## config.mk

```make
export PLATFORM = sky130hd
export DESIGN_NAME = alu_issue_stage
export DESIGN_NICKNAME = d
export VERILOG_FILES = /design/src/rtl/riscv_pkg.sv /design/src/rtl/imm_gen.sv /design/src/rtl/alu_issue_stage.sv
export SDC_FILE = /design/constraint.sdc
export NUM_CORES = 1
export LEC_CHECK = 0
export BUFFER_PORTS_ARGS = -buffer_cell sky130_fd_sc_hd__buf_2
export CAP_MARGIN = 10
export CORE_MARGIN = 4
export CORE_UTILIZATION = 46
export CTS_BUF_LIST = sky130_fd_sc_hd__clkbuf_8
export CTS_CLUSTER_SIZE = 30
export DETAILED_ROUTE_END_ITERATION = 8
export PLACE_DENSITY = 0.75
export SKIP_LAST_GASP = 1
export SYNTH_ARGS = -nofsm -noshare
export SYNTH_HDL_FRONTEND = slang
export SYNTH_HIERARCHICAL = 1
export SYNTH_SLANG_ARGS = --single-unit
```

## constraint.sdc

```tcl
create_clock -name clock -period 5.6 [get_ports clock]
set_clock_uncertainty 0.2 [all_clocks]
set_input_delay 0.84 -clock clock [delete_from_list [all_inputs] [get_ports clock]]
set_output_delay 0.84 -clock clock [all_outputs]
set_load 0.05 [all_outputs]
```

## src/rtl/riscv_pkg.sv

```systemverilog
// Shared RV32I opcode/ALU-control constants, immediate selector and the
// issue bundle carried from decode to execute.
package riscv_pkg;

    localparam int XLEN = 32;

    localparam logic [6:0] OPC_LOAD   = 7'b0000011;
    localparam logic [6:0] OPC_OP_IMM = 7'b0010011;
    localparam logic [6:0] OPC_AUIPC  = 7'b0010111;
    localparam logic [6:0] OPC_STORE  = 7'b0100011;
    localparam logic [6:0] OPC_OP     = 7'b0110011;
    localparam logic [6:0] OPC_LUI    = 7'b0110111;
    localparam logic [6:0] OPC_BRANCH = 7'b1100011;
    localparam logic [6:0] OPC_JALR   = 7'b1100111;
    localparam logic [6:0] OPC_JAL    = 7'b1101111;

    localparam logic [5:0] ALU_ADD  = 6'b000000;
    localparam logic [5:0] ALU_SLL  = 6'b000001;
    localparam logic [5:0] ALU_SLT  = 6'b000010;
    localparam logic [5:0] ALU_SLTU = 6'b000011;
    localparam logic [5:0] ALU_XOR  = 6'b000100;
    localparam logic [5:0] ALU_SRL  = 6'b000101;
    localparam logic [5:0] ALU_OR   = 6'b000110;
    localparam logic [5:0] ALU_AND  = 6'b000111;
    localparam logic [5:0] ALU_SUB  = 6'b001000;
    localparam logic [5:0] ALU_SRA  = 6'b001101;
    localparam logic [5:0] ALU_BEQ  = 6'b010000;
    localparam logic [5:0] ALU_BNE  = 6'b010001;
    localparam logic [5:0] ALU_BLT  = 6'b010100;
    localparam logic [5:0] ALU_BGE  = 6'b010101;
    localparam logic [5:0] ALU_BLTU = 6'b010110;
    localparam logic [5:0] ALU_BGEU = 6'b010111;
    localparam logic [5:0] ALU_JAL  = 6'b011111;
    localparam logic [5:0] ALU_JALR = 6'b111111;

    typedef enum logic [2:0] {
        IMM_NONE,
        IMM_I,
        IMM_S,
        IMM_B,
        IMM_U,
        IMM_J
    } imm_sel_e;

    typedef struct packed {
        logic [5:0]      ctrl;
        logic [XLEN-1:0] op_a;
        logic [XLEN-1:0] op_b;
        logic            branch;
        logic [4:0]      rd;
        logic [XLEN-1:0] pc;
        logic [XLEN-1:0] imm;
        logic            illegal;
    } issue_bundle_t;

    function automatic imm_sel_e imm_sel_for(input logic [6:0] opcode);
        imm_sel_e sel;
        case (opcode)
            OPC_OP_IMM, OPC_LOAD, OPC_JALR: sel = IMM_I;
            OPC_STORE:                      sel = IMM_S;
            OPC_BRANCH:                     sel = IMM_B;
            OPC_LUI, OPC_AUIPC:             sel = IMM_U;
            OPC_JAL:                        sel = IMM_J;
            default:                        sel = IMM_NONE;
        endcase
        return sel;
    endfunction

endpackage

```

## src/rtl/imm_gen.sv

```systemverilog
// Sign-extended immediate extraction for RV32I; the format is chosen from
// the opcode, and formats without an immediate (OP, unknown) yield zero.
module imm_gen
    import riscv_pkg::*;
(
    input  logic [31:0] instr_i,
    output logic [31:0] imm_o
);

    imm_sel_e sel;

    assign sel = imm_sel_for(instr_i[6:0]);

    always_comb begin
        imm_o = '0;
        case (sel)
            IMM_I: imm_o = {{20{instr_i[31]}}, instr_i[31:20]};
            IMM_S: imm_o = {{20{instr_i[31]}}, instr_i[31:25], instr_i[11:7]};
            IMM_B: imm_o = {{19{instr_i[31]}}, instr_i[31], instr_i[7],
                            instr_i[30:25], instr_i[11:8], 1'b0};
            IMM_U: imm_o = {instr_i[31:12], 12'b0};
            IMM_J: imm_o = {{11{instr_i[31]}}, instr_i[31], instr_i[19:12],
                            instr_i[20], instr_i[30:21], 1'b0};
            default: imm_o = '0;
        endcase
    end

endmodule

```

## src/rtl/alu_issue_stage.sv

```systemverilog
// Decode-to-execute issue stage: decodes one RV32I instruction into ALU
// control and operands and holds it in a one-entry valid/ready register.
module alu_issue_stage #(
    parameter int XLEN = riscv_pkg::XLEN
) (
    input  logic            clock,
    input  logic            reset,
    input  logic            in_valid,
    output logic            in_ready,
    input  logic [31:0]     in_instr,
    input  logic [XLEN-1:0] in_pc,
    input  logic [XLEN-1:0] in_rs1_data,
    input  logic [XLEN-1:0] in_rs2_data,
    input  logic            flush,
    output logic            out_valid,
    input  logic            out_ready,
    output logic [5:0]      ALU_Control,
    output logic [XLEN-1:0] operand_A,
    output logic [XLEN-1:0] operand_B,
    output logic            branch_op,
    output logic [4:0]      out_rd,
    output logic [XLEN-1:0] out_pc,
    output logic [XLEN-1:0] out_imm,
    output logic            illegal
);

    import riscv_pkg::*;

    logic [6:0]      opcode;
    logic [2:0]      funct3;
    logic [6:0]      funct7;
    logic [4:0]      rd_field;
    logic [XLEN-1:0] imm;
    logic [XLEN-1:0] pc_plus4;
    logic [5:0]      op_ctrl;
    logic [5:0]      opimm_ctrl;
    logic [5:0]      br_ctrl;
    logic            shift_imm;

    issue_bundle_t   bundle_d;
    issue_bundle_t   bundle_q;
    logic            valid_q;

    assign opcode   = in_instr[6:0];
    assign rd_field = in_instr[11:7];
    assign funct3   = in_instr[14:12];
    assign funct7   = in_instr[31:25];
    assign pc_plus4 = in_pc + XLEN'(4);

    imm_gen u_imm_gen (
        .instr_i (in_instr),
        .imm_o   (imm)
    );

    // funct7[5] only selects SRAI among immediates; for other OP-IMM ops it is immediate data.
    assign op_ctrl    = {2'b00, funct7[5], funct3};
    assign opimm_ctrl = {2'b00, (funct3 == 3'b101) ? funct7[5] : 1'b0, funct3};
    assign br_ctrl    = {3'b010, funct3};
    assign shift_imm  = (funct3 == 3'b001) || (funct3 == 3'b101);

    always_comb begin
        bundle_d         = '0;
        bundle_d.ctrl    = ALU_ADD;
        bundle_d.pc      = in_pc;
        bundle_d.imm     = imm;
        case (opcode)
            OPC_OP: begin
                bundle_d.ctrl    = op_ctrl;
                bundle_d.op_a    = in_rs1_data;
                bundle_d.op_b    = in_rs2_data;
                bundle_d.rd      = rd_field;
                bundle_d.illegal = !(((funct7 == 7'b0000000) || (funct7 == 7'b0100000)) &&
                                     (op_ctrl inside {ALU_ADD, ALU_SLL, ALU_SLT, ALU_SLTU,
                                                      ALU_XOR, ALU_SRL, ALU_OR, ALU_AND,
                                                      ALU_SUB, ALU_SRA}));
            end
            OPC_OP_IMM: begin
                bundle_d.ctrl = opimm_ctrl;
                bundle_d.op_a = in_rs1_data;
                bundle_d.op_b = shift_imm ? {{(XLEN-5){1'b0}}, imm[4:0]} : imm;
                bundle_d.rd   = rd_field;
            end
            OPC_LOAD: begin
                bundle_d.op_a = in_rs1_data;
                bundle_d.op_b = imm;
                bundle_d.rd   = rd_field;
            end
            OPC_STORE: begin
                bundle_d.op_a = in_rs1_data;
                bundle_d.op_b = imm;
            end
            OPC_BRANCH: begin
                bundle_d.ctrl    = br_ctrl;
                bundle_d.branch  = 1'b1;
                bundle_d.op_a    = in_rs1_data;
                bundle_d.op_b    = in_rs2_data;
                bundle_d.illegal = !(br_ctrl inside {ALU_BEQ, ALU_BNE, ALU_BLT,
                                                     ALU_BGE, ALU_BLTU, ALU_BGEU});
            end
            OPC_JAL: begin
                bundle_d.ctrl = ALU_JAL;
                bundle_d.op_a = pc_plus4;
                bundle_d.rd   = rd_field;
            end
            OPC_JALR: begin
                bundle_d.ctrl = ALU_JALR;
                bundle_d.op_a = pc_plus4;
                bundle_d.rd   = rd_field;
            end
            OPC_LUI: begin
                bundle_d.op_b = imm;
                bundle_d.rd   = rd_field;
            end
            OPC_AUIPC: begin
                bundle_d.op_a = in_pc;
                bundle_d.op_b = imm;
                bundle_d.rd   = rd_field;
            end
            default: begin
                bundle_d.illegal = 1'b1;
            end
        endcase
    end

    assign in_ready = !valid_q || out_ready;

    // Flush only kills the valid bit; the data fields may keep stale contents.
    always_ff @(posedge clock or negedge reset) begin
        if (!reset) begin
            valid_q  <= 1'b0;
            bundle_q <= '0;
        end else if (flush) begin
            valid_q <= 1'b0;
        end else if (in_ready) begin
            valid_q <= in_valid;
            if (in_valid) begin
                bundle_q <= bundle_d;
            end
        end
    end

    assign out_valid   = valid_q;
    assign ALU_Control = bundle_q.ctrl;
    assign operand_A   = bundle_q.op_a;
    assign operand_B   = bundle_q.op_b;
    assign branch_op   = bundle_q.branch;
    assign out_rd      = bundle_q.rd;
    assign out_pc      = bundle_q.pc;
    assign out_imm     = bundle_q.imm;
    assign illegal     = bundle_q.illegal;

endmodule

```

; ---- Word-level counts from Yosys, hierarchy flattened
; Index checks and enable logic that the tools add are counted.
; Widths: inputs -> output; s select.
[classes]
mux = 12
n_addsub = 1
bitwise = 1
n_reduce_logical = 22
eq_ne = 29
[op_table]
columns = op, count
row1 = $pmux 32 s3, 2
row2 = $pmux 32 s5, 1
row3 = $add 32x3->32 const B, 1
row4 = $mux 32, 1
row5 = $pmux 6 s5, 1
row6 = $eq 7x6->1 const B, 4
row7 = $eq 7x7->1 const B, 3
row8 = $eq 3x3->1 const B, 6
row9 = $eq 4x3->1 const B, 4
row10 = $pmux 3 s5, 1
row11 = $eq 7x5->1 const B, 2
row12 = $reduce_or 7->1, 2
row13 = $reduce_bool 10->1, 1
row14 = $eq 4x2->1 const B, 2
row15 = $eq 4x4->1 const B, 2
row16 = $eq 7x2->1 const B, 1
row17 = $logic_not 7->1, 1
row18 = $eq 3x1->1 const B, 2
row19 = $eq 3x2->1 const B, 2
row20 = $logic_not 6->1, 1
row21 = $reduce_bool 6->1, 1
row22 = $reduce_or 2->1, 3
row23 = $mux 5, 1
row24 = $reduce_or 5->1, 1
row25 = 12 further kinds, 19
[word_totals]
reg_bits = 142
output_inout_bits = 143

; ---- Longest topological paths before layout
[logic_depth]
depth_word = 7
ltp_mapped = 8

; ---- Modules after synthesis
; The synthesis kept the hierarchy.
[by_module_without_submodules]
columns = module, instances, cells_each, area_each_um2
row1 = alu_issue_stage, 1, 741, 6782.8
row2 = imm_gen, 1, 76, 490.5

; ---- Least setup slack after synthesis
; Ideal clock, no wire load.
[synth_path]
kind = input -> register
start = in in_pc[2]
end = reg bundle_q (netlist bit operand_A[16])
t_required_ns = 5.268
t_arrival_ns = 2.421
stages = 8
path_slack_ns = 2.846
cell_sequence = ha_1 > nand4_4 > or4_4 > buf_6 > buf_6 > xnor2_1 > a222oi_1 > o21ai_1
[synth_between]
elab_chain_len = 2
[synth_lines]
columns = element, line_no
row1 = "start, declared", alu_issue_stage.sv:11  ; input logic [XLEN-1:0] in_pc,
row2 = $add 32x3->32, alu_issue_stage.sv:48  ; assign pc_plus4 = in_pc + XLEN'(4);
row3 = $pmux 32 s3, alu_issue_stage.sv:66  ; case (opcode)
row4 = "end signal, assigned", alu_issue_stage.sv:137  ; bundle_q <= bundle_d;
row5 = "end, declared", alu_issue_stage.sv:41  ; issue_bundle_t bundle_q;
; No other way between the ends.
; A chain may end at the register's enable or synchronous reset.

; ---- Worst setup path in the final report
[layout_path]
start = in in_instr[4]
end = reg bundle_q (netlist bit operand_A[6])
[layout_between]
elab_chain_len = 3
word_cells_on_any_way = 11
[layout_lines]
columns = element, line_no
row1 = "start, declared", alu_issue_stage.sv:10  ; input logic [31:0] in_instr,
row2 = $eq 7x6->1 (tied with other cells), alu_issue_stage.sv:66
row3 = $reduce_or 5->1 (no source line) / $reduce_or 2->1 (equally long branches), n/a
row4 = $pmux 32 s3 *, alu_issue_stage.sv:66
; Every way passes the cells marked *; elsewhere a longest branch is shown, timed or not.

==> results.md <==
- FF-to-FF Start: out_valid
- Synth-to-layout area growth: 26.0%
- Maxcap violations: 0
- Synth Area in Adders: 0.00172
- First-pass GRT wire length: about 38000 um
- Sequential area share after synthesis: 0.489
- Met1 GRT Util: 0.347
- Max VDD drop: between 0.1 and 0.15 mV
- Mux contribution to synthesized area: 0.00155
- Vias: roughly 7300
- PwrDens: about 280 mW/mm^2
- Worst EP required: 5.66 ns
- Nets@finish: between 1000 and 1500
- Buffers on Ports: ~280
- Busiest grt layer: met2
- DRC errors left: 0
- Total clock sinks: ~140
- Largest net degree at the start of global routing: between 80 and 90
- Via/cell ratio: roughly 5.7
- Critical Path AT: about 3.4 ns
- Initial antenna violation count: 0
- EDFF count, synth: 0
- Worst-path fanout max: 21
- Fin Hold WS: about 0.27 ns
- Min cycle time layout: about 3.4 ns
- Global Route met3 Usage: 0.0755
- Post-CTS Resized: 0
- Core area: ~0.015 mm^2
- First DRT Iteration DRCs: 604
- Die ar.: 0.0179 mm^2
- CTS buffer count: 17
- Worst skew pair latency: ~0.44 ns
- CTS tree: built
- Most frequent cells after synthesis: nand2_1 (237), dfrtp_1 (142), a21o_1 (52)
- Synth top area share: 0.489
- Post-synth top flop: dfrtp_1
- Seq pwr share: 0.444
- Layout cells sized above 1: 0.303
- # Post-CTS Setup Buffers: 0
- Antenna fix cells: 0
- Final period utilization: 0.599
- R2r setup slk: around 3.2 ns
- Int Pwr: around 1700 uW
- FF-to-FF End: operand_B[3]
- Synth Register Bits: ~140
- Clock buffer depth: 2
- CTS Hold Bufs: 0
- Area contributors post-synth: dfrtp_1 (49%), nand2_1 (12%), a21o_1 (5.4%), a22o_1 (5.1%), a221oi_1 (2.6%)
- Die Height: 134 um
- Largest family of logic cells by synthesized area: simple AND/OR/NAND/NOR gates
- Starting Density: 0.473
- Global route overflow: 0
- GR Util All Layers: 0.267
- Synth area leader: dfrtp_1
- Slew Limit Fails: 0
- Vias in the first global route: around 7000
- TritonRoute pass-1 iters: 5
- Synth Cell Area: ~0.0073 mm^2
- Setup crit start kind: primary input
- Post-synth net total: 951
- Hold Crit Class: primary input to asynchronous set/reset pin
- Post-route ant nets: 0
- Switch Pwr: between 800 and 900 uW
- RSZ-0062 raised after global routing: false
- Asr flop ratio synth: 1.00
- Total Wirelength: between 20000 and 25000 um
- Synth Area in Simple Gates: 0.238
- Reg area: around 0.0036 mm^2
- Drt wl/cell: 18.6 um
- Met2 Resource Use GR: 0.421
- Syn Inst Count: between 800 and 900
- F_max: 298 MHz
- Routability Congestion: between 0.8 and 0.9
- Final hold vios: 0
- Setup Viol. Count Final: 0
- Compound-cell area share of the yosys netlist: 0.227
- CTS root buf: clkbuf_8
- Switch share: 0.345
- Setup Total Neg Slack: 0 ns
- Number of I/O pins: 276
- Post-synthesis xor/xnor area fraction: 0.00602
- Clock Power Share: 0.328
- Path depth of the worst reg2reg path: 8
- Worst Setup End Kind: flop
- Number of library cell types mapped by synthesis: 66
- Syn Area/Cell: 8.90 um^2
- Comb pwr share: 0.228
- Slew headroom: 0.299
- Worst-path clk slew: 0.07 ns
- Status: finished clean
- DP HPWL: roughly 17000 um
- Yosys Warn Count: 6
- Kind of critical path: primary input to flop
- Multi-input gate area: approximately 0.0035 mm^2
- FILL cells: 1419
- Leakage: 0.00516 uW
- Count leader, synth: nand2_1
- H-Tree Depth: 4
- Die width: around 130 um
- Worst-margin pin slew: between 1 and 1.5 ns
- Rows: 45
worst max path at each step:
stage,start,cells past startpoint,slack [ns],endpoint
after detailed placement,in_instr[4],6,1.85,operand_A[6]
after global placement,in_instr[4],6,1.98,operand_A[6]
after CTS,in_instr[4],6,2.33,operand_A[6]
after global routing,in_instr[4],6,2.03,operand_A[6]
final,in_instr[4],6,2.25,operand_A[6]
after floorplan,in_pc[2],8,2.85,operand_A[16]
placed cells by master (no fill, tap or decap), types with 4 or more instances in the layout:
cell type	Yosys	layout
nor4b_1	4	4
a21oi_1	28	27
nand4_1	7	7
a21o_1	52	52
buf_4	0	9
a22o_1	42	42
or3_1	4	4
and2_1	8	8
nand3_1	9	9
o21ai_0	16	16
nor3_1	12	11
buf_2	9	274
a221oi_1	22	22
o31a_1	9	9
dfrtp_1	142	142
o211ai_1	4	4
nor2_1	44	42
clkbuf_8	0	17
inv_1	7	12
nand2_1	237	237
nor3b_1	5	4
nor4_1	12	12
o21ai_1	26	26
a222oi_1	4	4
and3_1	4	4
a31oi_1	7	7
through the flow:
stage,cell area [um^2],power (uW),util,std cells,worst slack (ns)
5_1_grt,9160,2650,0.596,1289,2.03
4_1_cts,9160,2560,0.596,1289,2.33
3_5_place_dp,8770,1730,0.571,1257,1.85
3_3_place_gp,8770,1720,0.571,1257,1.98
6_report,9160,2540,0.596,1289,2.25
2_1_floorplan,7270,1520,-,817,2.85
power by group through the flow:
stage               clock, uW  combinational (uW)  sequential [uW]
detailed placement          0                 582             1140
CTS                       852                 582             1130
floorplan                   0                 132             1380
global route              897                 617             1140
global placement            0                 576             1140
finish                    831                 579             1130
metal layers:
metal  share of wire  up-vias
met2            0.47      433
met5               0        -
met3            0.11       48
met1            0.39     3418
met4           0.028        0
li1                -     3409
area by class of cell:
cell class | count | area share
Timing Repair Buffer | 284 | 0.158
Inverter | 8 | 0.00328
Tap cell | 211 | 0.0288
Clock inverter | 15 | 0.0173
Clock buffer | 17 | 0.0255
Multi-Input combinational cell | 612 | 0.379
Sequential cell | 142 | 0.388
critical path, cell delays in order:
cell and delay [ns]:
buf_2 0.23, nand3b_1 0.22, or2_1 0.60, nand2_1 0.38, o21ai_1 0.91, a22oi_1 0.22
registers in the layout, summed over array words and instances (netlist names):
register / count
ALU_Control: 6
branch_op: 1
illegal: 1
operand_A: 32
operand_B: 32
out_imm: 32
out_pc: 32
out_rd: 5
out_valid: 1
cell families (layout without fill, tap and decap cells):
group | after synthesis | in the layout
xor+xnor | 5 | 5
compound gates | 229 | 229
fa+ha+maj | 1 | 1
buf+inv | 63 | 324
simple gates | 376 | 376
mux | 1 | 1
flops | 142 | 142
Power figures use the tool's default switching activity.
